<file path="config.mk">
export PLATFORM = sky130hd
export DESIGN_NAME = arilla_bus_arbiter_flat
export DESIGN_NICKNAME = d
export VERILOG_FILES = /design/src/rtl/arilla_bus_arbiter_pkg.sv /design/src/rtl/arilla_bus_arbiter_if.sv /design/src/rtl/arilla_bus_arbiter_rr_picker.sv /design/src/rtl/arilla_bus_arbiter.sv /design/src/flat_wrapper.sv
export SDC_FILE = /design/constraint.sdc
export NUM_CORES = 1
export LEC_CHECK = 0
export CAP_MARGIN = 15
export CORE_AREA = 2 2 137 139
export DETAILED_ROUTE_END_ITERATION = 12
export DIE_AREA = 0 0 139 141
export PLACE_DENSITY_LB_ADDON = 0.12
export SYNTH_ARGS = -nofsm -noshare
export SYNTH_HDL_FRONTEND = slang
export SYNTH_SLANG_ARGS = --single-unit
</file>
<file path="constraint.sdc">
create_clock -name clk -period 3.1 [get_ports clk]
set_input_delay 0.465 -clock clk [delete_from_list [all_inputs] [get_ports clk]]
set_output_delay 0.465 -clock clk [all_outputs]
set_load 0.01 [all_outputs]
</file>
<file path="src/rtl/arilla_bus_arbiter_pkg.sv">
// Shared constants and types for the arilla bus arbiter and the peripheral interconnect.
package arilla_pkg;

  localparam int DefaultNumMasters = 3;
  localparam int MasterIdxWidth    = $clog2(DefaultNumMasters);
  localparam int ReadLatency       = 1;

  typedef logic [MasterIdxWidth-1:0] master_idx_t;

  typedef enum logic {
    LK_OPEN = 1'b0,
    LK_HELD = 1'b1
  } lock_state_t;

  function automatic int unsigned wrap_inc(input int unsigned idx, input int unsigned n);
    return (idx + 32'd1 >= n) ? 32'd0 : idx + 32'd1;
  endfunction

endpackage

</file>
<file path="src/rtl/arilla_bus_arbiter_if.sv">
// Shared arilla bus segment: one master side (the arbiter) and the slave segment.
interface arilla_bus_if #(
  parameter int AddressWidth = 30,
  parameter int DataWidth    = 32
);
  logic [AddressWidth-1:0] address;
  logic [DataWidth/8-1:0]  byte_enable;
  logic [DataWidth-1:0]    data_ctp;
  logic [DataWidth-1:0]    data_ptc;
  logic                    read;
  logic                    write;
  logic                    intercept;

  modport master (
    output address, byte_enable, data_ctp, read, write, intercept,
    input  data_ptc
  );

  modport slave (
    input  address, byte_enable, data_ctp, read, write, intercept,
    output data_ptc
  );
endinterface

</file>
<file path="src/rtl/arilla_bus_arbiter_rr_picker.sv">
// Combinational round-robin picker: first masked requester at or after the pointer, wrapping.
module arilla_rr_picker #(
  parameter  int N    = 3,
  localparam int IdxW = (N > 1) ? $clog2(N) : 1
) (
  input  logic [N-1:0]    i_req,
  input  logic [IdxW-1:0] i_rr_ptr,
  input  logic [N-1:0]    i_mask,
  output logic [N-1:0]    o_grant,
  output logic [IdxW-1:0] o_winner,
  output logic            o_valid
);

  logic [N-1:0]    w_cand;
  logic [IdxW-1:0] w_idx;

  assign w_cand = i_req & i_mask;

  always_comb begin
    o_grant  = '0;
    o_winner = '0;
    o_valid  = 1'b0;
    w_idx    = '0;
    for (int k = 0; k < N; k++) begin
      w_idx = IdxW'((int'(i_rr_ptr) + k) % N);
      if (!o_valid && w_cand[w_idx]) begin
        o_valid  = 1'b1;
        o_winner = w_idx;
      end
    end
    if (o_valid) o_grant[o_winner] = 1'b1;
  end

endmodule

</file>
<file path="src/rtl/arilla_bus_arbiter.sv">
// Round-robin arbiter with per-master lock sharing one arilla bus segment among NumMasters.
//   state   | meaning
//   LK_OPEN | round-robin among all requesters, pointer advances per beat
//   LK_HELD | only r_lock_owner may win, pointer frozen
module arilla_bus_arbiter
  import arilla_pkg::*;
#(
  parameter int NumMasters   = DefaultNumMasters,
  parameter int AddressWidth = 30,
  parameter int DataWidth    = 32
) (
  input  logic                                      clk,
  input  logic                                      rst_n,
  input  logic [NumMasters-1:0]                     m_read,
  input  logic [NumMasters-1:0]                     m_write,
  input  logic [NumMasters-1:0]                     m_lock,
  input  logic [NumMasters-1:0]                     m_intercept,
  input  logic [NumMasters-1:0][AddressWidth-1:0]   m_address,
  input  logic [NumMasters-1:0][DataWidth/8-1:0]    m_byte_enable,
  input  logic [NumMasters-1:0][DataWidth-1:0]      m_data_ctp,
  output logic [NumMasters-1:0]                     m_stall,
  output logic [NumMasters-1:0]                     m_rvalid,
  output logic [DataWidth-1:0]                      m_data_ptc,
  arilla_bus_if.master                              bus_interface
);

  localparam int IdxW = (NumMasters > 1) ? $clog2(NumMasters) : 1;

  lock_state_t r_lock_state, w_lock_state_nxt;
  logic [IdxW-1:0] r_rr_ptr, w_rr_ptr_nxt;
  logic [IdxW-1:0] r_lock_owner, w_lock_owner_nxt;
  logic [IdxW-1:0] w_winner;
  logic [NumMasters-1:0] w_req, w_req_arb, w_mask, w_grant;
  logic w_granted;
  logic [ReadLatency-1:0] r_rsp_pending;
  logic [ReadLatency-1:0][IdxW-1:0] r_rsp_owner;

  assign w_req     = m_read | m_write;
  assign w_req_arb = rst_n ? w_req : '0;
  assign w_mask    = (r_lock_state == LK_HELD) ? (NumMasters'(1) << r_lock_owner) : '1;

  arilla_rr_picker #(.N(NumMasters)) u_picker (
    .i_req    (w_req_arb),
    .i_rr_ptr (r_rr_ptr),
    .i_mask   (w_mask),
    .o_grant  (w_grant),
    .o_winner (w_winner),
    .o_valid  (w_granted)
  );

  assign m_stall    = w_req & ~w_grant;
  assign m_data_ptc = bus_interface.data_ptc;

  always_ff @(posedge clk) begin
    if (!rst_n) begin
      r_lock_state <= LK_OPEN;
      r_lock_owner <= '0;
      r_rr_ptr     <= '0;
    end else begin
      r_lock_state <= w_lock_state_nxt;
      r_lock_owner <= w_lock_owner_nxt;
      r_rr_ptr     <= w_rr_ptr_nxt;
    end
  end

  always_comb begin
    w_lock_state_nxt = r_lock_state;
    w_lock_owner_nxt = r_lock_owner;
    w_rr_ptr_nxt     = r_rr_ptr;
    case (r_lock_state)
      LK_OPEN: begin
        if (w_granted) begin
          w_rr_ptr_nxt = IdxW'(wrap_inc(int'(w_winner), NumMasters));
          if (m_lock[w_winner]) begin
            w_lock_state_nxt = LK_HELD;
            w_lock_owner_nxt = w_winner;
          end
        end
      end
      // The owner always wins while held, so lock low covers both release cases.
      LK_HELD: if (!m_lock[r_lock_owner]) w_lock_state_nxt = LK_OPEN;
      default: w_lock_state_nxt = LK_OPEN;
    endcase
  end

  always_ff @(posedge clk) begin
    if (!rst_n) begin
      r_rsp_pending <= '0;
      r_rsp_owner   <= '0;
    end else begin
      r_rsp_pending[0] <= w_granted & m_read[w_winner];
      r_rsp_owner[0]   <= w_winner;
      for (int s = 1; s < ReadLatency; s++) begin
        r_rsp_pending[s] <= r_rsp_pending[s-1];
        r_rsp_owner[s]   <= r_rsp_owner[s-1];
      end
    end
  end

  // Gated by rst_n so a response in flight when reset hits never surfaces.
  always_comb begin
    m_rvalid = '0;
    if (rst_n && r_rsp_pending[ReadLatency-1]) m_rvalid[r_rsp_owner[ReadLatency-1]] = 1'b1;
  end

  always_comb begin
    bus_interface.read        = 1'b0;
    bus_interface.write       = 1'b0;
    bus_interface.intercept   = 1'b0;
    bus_interface.address     = '0;
    bus_interface.byte_enable = '0;
    bus_interface.data_ctp    = '0;
    if (w_granted) begin
      bus_interface.read        = m_read[w_winner];
      bus_interface.write       = m_write[w_winner];
      bus_interface.intercept   = m_intercept[w_winner];
      bus_interface.address     = m_address[w_winner];
      bus_interface.byte_enable = m_byte_enable[w_winner];
      bus_interface.data_ctp    = m_data_ctp[w_winner];
    end
  end

endmodule

</file>
<file path="src/flat_wrapper.sv">
// flat-port wrapper written by rule: the top's interface ports become plain ports
module arilla_bus_arbiter_flat import arilla_pkg::*;
#(
  parameter int NumMasters   = DefaultNumMasters,
  parameter int AddressWidth = 30,
  parameter int DataWidth    = 32
)
  (clk, rst_n, m_read, m_write, m_lock, m_intercept, m_address, m_byte_enable, m_data_ctp, m_stall, m_rvalid, m_data_ptc, bus_interface_address, bus_interface_byte_enable, bus_interface_data_ctp, bus_interface_read, bus_interface_write, bus_interface_intercept, bus_interface_data_ptc);
  arilla_bus_if #(.AddressWidth(AddressWidth), .DataWidth(DataWidth)) bus_interface_i ();
  input  logic clk;
  input  logic rst_n;
  input  logic [NumMasters-1:0] m_read;
  input  logic [NumMasters-1:0] m_write;
  input  logic [NumMasters-1:0] m_lock;
  input  logic [NumMasters-1:0] m_intercept;
  input  logic [NumMasters-1:0][AddressWidth-1:0] m_address;
  input  logic [NumMasters-1:0][DataWidth/8-1:0] m_byte_enable;
  input  logic [NumMasters-1:0][DataWidth-1:0] m_data_ctp;
  output logic [NumMasters-1:0] m_stall;
  output logic [NumMasters-1:0] m_rvalid;
  output logic [DataWidth-1:0] m_data_ptc;
  output wire logic [$bits(bus_interface_i.address)-1:0] bus_interface_address;
  output wire logic [$bits(bus_interface_i.byte_enable)-1:0] bus_interface_byte_enable;
  output wire logic [$bits(bus_interface_i.data_ctp)-1:0] bus_interface_data_ctp;
  output wire logic [$bits(bus_interface_i.read)-1:0] bus_interface_read;
  output wire logic [$bits(bus_interface_i.write)-1:0] bus_interface_write;
  output wire logic [$bits(bus_interface_i.intercept)-1:0] bus_interface_intercept;
  input wire logic [$bits(bus_interface_i.data_ptc)-1:0] bus_interface_data_ptc;
  assign bus_interface_address = bus_interface_i.address;
  assign bus_interface_byte_enable = bus_interface_i.byte_enable;
  assign bus_interface_data_ctp = bus_interface_i.data_ctp;
  assign bus_interface_read = bus_interface_i.read;
  assign bus_interface_write = bus_interface_i.write;
  assign bus_interface_intercept = bus_interface_i.intercept;
  assign bus_interface_i.data_ptc = bus_interface_data_ptc;
  arilla_bus_arbiter #(.NumMasters(NumMasters), .AddressWidth(AddressWidth), .DataWidth(DataWidth)) u_core (.clk(clk), .rst_n(rst_n), .m_read(m_read), .m_write(m_write), .m_lock(m_lock), .m_intercept(m_intercept), .m_address(m_address), .m_byte_enable(m_byte_enable), .m_data_ctp(m_data_ctp), .m_stall(m_stall), .m_rvalid(m_rvalid), .m_data_ptc(m_data_ptc), .bus_interface(bus_interface_i));
endmodule
</file>
**After elaboration in Yosys (flattened, before gate mapping)**

Index checks and enable logic that the tools add are counted.
Widths: inputs -> output; s select.

- Add/sub/neg operators: 3
- Divide/modulo/power cells: 3
- Magnitude comparators: 9
- Shift operators: 1
- Multiplexer cells: 47
- Bitwise gates (word level): 6
- Reduce and logical (&&, ||, !) cells: 9

Operators with widths:

| operator | count |
|---|---|
| $bmux 32 s2 | 1 |
| $mod 32x3->32 const B | 2 |
| $mux 32 | 2 |
| $bmux 30 s2 | 1 |
| $mux 30 | 2 |
| $mod 3x3->32 const B | 1 |
| $mux 1 | 19 |
| $lt 2x3->1 const B | 6 |
| $bmux 1 s2 | 8 |
| $mux 3 | 4 |
| $bmux 4 s2 | 1 |
| $mux 2 | 4 |
| $mux 4 | 2 |
| $add 2x1->3 const B | 2 |
| $and 3x3->3 | 2 |
| $logic_and 1x1->1 | 5 |
| $demux 1 s2 | 2 |
| $ge 2x1->1 const B | 2 |
| $add 2x2->3 const B | 1 |
| $ge 3x2->1 const B | 1 |
| $not 3->3 | 1 |
| $or 3x3->3 | 1 |
| $reduce_and 3->1 | 1 |
| $shl 1x2->3 const A | 1 |
| other kinds (5) | 6 |

- Register bits: 8
- Output and inout bits: 107

**Longest topological paths before layout**

Gate-level depths: netlist of run 1.

- Depth after elaboration: 19
- Gate-level depth with buffers: 9

**By module**

Synthesis of run 1 repeated with hierarchy kept, for this count alone.

- Cells, all modules: 433
- Area, all modules: 2986.6 um^2

Modules (own cells, without submodules):

| module | instances | cells an instance | area each (um^2) | seq. area each (um^2) |
|---|---|---|---|---|
| arilla_bus_arbiter | 1 | 392 | 2701.3 | 160.2 |
| arilla_rr_picker | 1 | 41 | 285.3 | 0.0 |

**Least setup slack after synthesis of run 1**

OpenSTA, ideal clock, no wires.

- Path type: reg-to-output
- Start: register u_core.r_rr_ptr[0]
- End: output bus_interface_data_ctp[22]
- Arrival: 2.256 ns
- Required time: 2.635 ns
- Setup slack: 0.379 ns
- Cell stages (with the launch flop): 10
- Buffers on the path: 1
- Cells stage by stage: dfxtp_1 -> inv_1 -> ha_1 -> nor3_1 -> a311oi_1 -> nor4b_2 -> or2_1 -> nor4_4 -> buf_6 -> a21o_1

- Longest elaborated chain between the ends: 13
- Elaborated cells between the ends (all ways): 24
- Those cells by class: 2 x add/sub; 3 x div; 15 x mux; 4 x reduce/logical

Ends and longest elaborated chain:

| element | line | RTL |
|---|---|---|
| start, declared | arilla_bus_arbiter.sv:30 | `logic [IdxW-1:0] r_rr_ptr, w_rr_ptr_nxt;` |
| start signal, assigned | arilla_bus_arbiter.sv:62 | `r_rr_ptr <= w_rr_ptr_nxt;` |
| branches (longest 12 deep; another with $mod 32x3->32) | n/a |  |
| $mux 32 * | arilla_bus_arbiter.sv:113 | `if (w_granted) begin` |
| end, declared | flat_wrapper.sv:24 | `output wire logic [$bits(bus_interface_i.data_ctp)-1:0] bus_interface_data_ctp;` |

Mark *: on every way between the ends. The select of a mux whose other input is x is not followed.

**Worst setup path after layout of run 1**

- Start: register u_core.r_rr_ptr[0]
- End: output bus_interface_data_ctp[31]

Same word-level chain as after synthesis.

==> impl_metrics.toml, run 1 <==
[critical_path]
crit_fanout = 7
cp.depth = 13
crit_chain = "buf_4, ha_4, buf_4, nor2_2, a311oi_2, nor4b_4, or2_4, nor4_4, buf_6, buf_12, clkbuf_16, a21o_1, buf_2"
cp-start-kind = "register"
crit_path_max_incr_delay_ns = 0.32
ff2ff_path_depth = 12
critical_path_required_ns = 2.63
cp_common_cell = "buf_4"
r2r_slack_ns = 0.45
r2r_end = "u_core.r_lock_state"
crit_slowest_cell = "dfxtp_2"
end_kind = "primary output"
arrival_ns = 2.53
startpoint = "u_core.r_rr_ptr[0]"
cp_top_family = "buffers and inverters"
worstSetupEndpoint = "bus_interface_data_ctp[31]"
critPathKind = "register to primary output"
worst-path-buf-inv = 6
r2r_start = "u_core.r_rr_ptr[0]"

[min_path]
holdPathStages = 3
hold_class = "register to register"

[placement]
place_congestion = 0.857
dpl.hpwl_um = 10900
io_buffers = 286
placed_cell_area_sq_mm = 0.00528
dp_slack_ns = -0.517

[timing]
min_period_over_period = 0.967
finalSetupViolCount = 0
fin_ws_ns = 0.102
maxSlewHeadroom = 0.722
hold_viol_final = 0
fin_skew_ns = 0.00347
rsz0062_at_grt = "true"
slew_violations = 0
finalCriticalPeriod_ns = 3.00
fmax_mhz = 334
worstMarginPinSlew_ns = 0.413

[route]
vias_per_cell = 4.20
first_pass_iters = 4
num_vias = 3309
ant_nets = 0
drt-initial-drc-count = 113
drcViolationCount = 0
wl_per_cell_um = 18.4
drt_wl_total_um = 14500

[finish]
layout.nets = 802
drive_gt1_frac = 0.267
final_cell_area_sq_mm = 0.00555
final_util = 0.304
diodes = 0
area_growth_pct = 158

[synth]
synth_edf_count = 0
synth_ff_type = "dfxtp_1"
syn_area_sq_mm = 0.00215
synthesis.nets = 511
yosys_register_bits = 8
postSynthCellCount = 265
avgSynthCellArea_sq_um = 8.11
ys_types = 39
yosysSeqAreaShare = 0.0745
yosys_warnings = 0
async_flop_share = 0

[global_routing]
antenna_found_initial = 1
grt_max_degree = 35
track_usage = 0.131
grt_pass1_vias = 3522
grt_overflow = 0
grt_first_pass_wirelength_um = 20400

[power]
internal_power_mw = 3.04
comb_power_share = 0.924
power.density_mw_per_mm2 = 940
seqPwrFrac = 0.035
p_sw_mw = 2.18
finalPower_mw = 5.22
ir_drop_v = 0.000385
switching_share = 0.418
power.clock.fraction = 0.041
leakagePower_nw = 2.71

[floorplan]
fp.dieArea_sq_mm = 0.0196
die_x_um = 139
die_y_um = 141
core_region_area_sq_mm = 0.0183
num_rows = 50
ios = 351
start_util = 0.118

[clocking]
root_buffer = "clkbuf_16"
numCtsBuffers = 3
cts_sinks = 8
hold_buffers = 0
cts_max_level = 1
clk_latency_ns = 0.23
clk_pin_slew_ns = 0.04
cts_buffer_depth = 2
cts_tree = "built"

[flow_run]
maxCapViolCount = 0

[run_status]
outcome = "finished, final reports clean"
## flip-flops by register name (all words and copies together) (netlist names)
register,flops
u_core.r_lock_state,1
u_core.r_rsp_pending,1
u_core.r_rr_ptr,2
u_core.r_lock_owner,2
u_core.r_rsp_owner,2
## power by group through the flow
stage | clock (mW) | combinational [mW] | sequential (mW)
after floorplan | 0 | 2.17 | 0.164
after global placement | 0 | 4.42 | 0.173
after detailed placement | 0 | 4.43 | 0.175
after CTS | 0.220 | 4.38 | 0.181
after global routing | 0.224 | 5.21 | 0.188
final | 0.215 | 4.82 | 0.183
## worst reg2reg max path: stages, from the launching register on
cell       delay [ns]
dfxtp_2          0.33
inv_2            0.05
ha_4             0.28
buf_6            0.10
nor3_4           0.04
or2_4            0.25
a2111oi_4        0.21
buf_4            0.17
buf_6            0.14
buf_12           0.16
mux2_1           0.36
mux2_2           0.27
a32o_1           0.19
## per-layer routing
layer	global-route usage	share of wire	vias to the layer above
met5	0	0.00069	-
met2	0.245	0.53	175
met4	0.0229	0.0088	2
met3	0.0350	0.077	12
met1	0.153	0.39	1539
li1	-	-	1581
## Yosys cell counts (all sizes together) (2+ instances only)
cell    instances  area [sq um]
nand2b          2          12.5
inv             4          15.0
and3            2          13.8
nor3b           2          15.0
a21oi           4          20.0
nor2            9          33.8
nor4            2          42.5
a21o           72           541
o21ai           4          20.0
nor3            2          10.0
mux2            3          33.8
dfxtp           8           160
buf            49           369
a22o           69           604
or2             2          12.5
clkbuf          8          30.0
mux2i           3          30.0
nand2           4          15.0
ha              2          25.0
## layout by cell type, fill, tap and decap left out, drive strengths merged
cell	count
inv	4
o21ai	4
ha	2
a2111oi	1
dlymetal6s2s	1
a211oi	1
a21oi	4
o22ai	1
a31oi	1
a41o	1
dlygate4sd2	6
a22o	69
o21a	1
and3	2
a311oi	1
and3b	1
clkbuf	23
nor4	2
mux2	3
a32o	1
nand2b	2
a31o	1
dfxtp	8
clkdlybuf4s15	9
buf	98
and2	1
nor3	2
clkdlybuf4s50	209
nand2	4
o2111a	1
nor4b	1
mux2i	3
or2	2
nor2	9
o211ai	1
a21o	72
nor3b	2
## repair_timing
action                                  in CTS  in global routing
setup buffers                               11                  2
pin swaps                                    9                 23
cloned                                       3                  6
resized for setup                          249                 62
endpoints found under the setup margin      71                 72
## per-stage QoR
stage / setup TNS (ns) / cells / hold slack (ns)
after global placement: -26.57 / 765 / 0.575
final: 0 / 788 / 0.578
after detailed placement: -30.89 / 765 / 0.579
after global routing: -0.825 / 788 / 0.607
after floorplan: 0 / 265 / 0.452
after CTS: -0.218 / 781 / 0.584
## kinds of logic after synthesis
kind of cell	count (synthesis)	share of synthesized area
compound gates	160	0.605
fa+ha+maj	2	0.0116
buf+inv	61	0.193
flops	8	0.0745
mux	6	0.0297
simple gates	28	0.0861
## how the worst min path moves through the flow
stage,endpoint,startpoint
3_5_place_dp,u_core.r_rr_ptr[0],u_core.r_rr_ptr[0]
4_1_cts,u_core.r_rr_ptr[0],u_core.r_rr_ptr[0]
5_1_grt,u_core.r_lock_state,u_core.r_lock_state
6_report,u_core.r_rr_ptr[0],u_core.r_rr_ptr[0]
2_1_floorplan,u_core.r_rr_ptr[0],u_core.r_rr_ptr[0]
3_3_place_gp,u_core.r_rr_ptr[0],u_core.r_rr_ptr[0]
## cell type report
| cell class | count | area, sq um |
|---|---|---|
| Inverter | 4 | 15.0 |
| Tap cell | 234 | 293 |
| Fill cell | 1947 | 12700 |
| Sequential cell | 8 | 163 |
| Timing Repair Buffer | 343 | 3340 |
| Clock buffer | 3 | 75.1 |
| Multi-Input combinational cell | 196 | 1660 |
Note: power is estimated with default switching activity, not from simulation.
==> run 2, diff against run 1 <==
Settings changed: ABC_CLOCK_PERIOD_IN_PS from default to 3100.
==> results of run 2 <==
Final layout, timing and power as in run 1 (identical DEF).
==> run 3, diff against run 2 <==
Settings changed: CTS_CLUSTER_SIZE from default to 10.
==> results of run 3 <==
Final layout, timing and power as in run 1 (identical DEF).
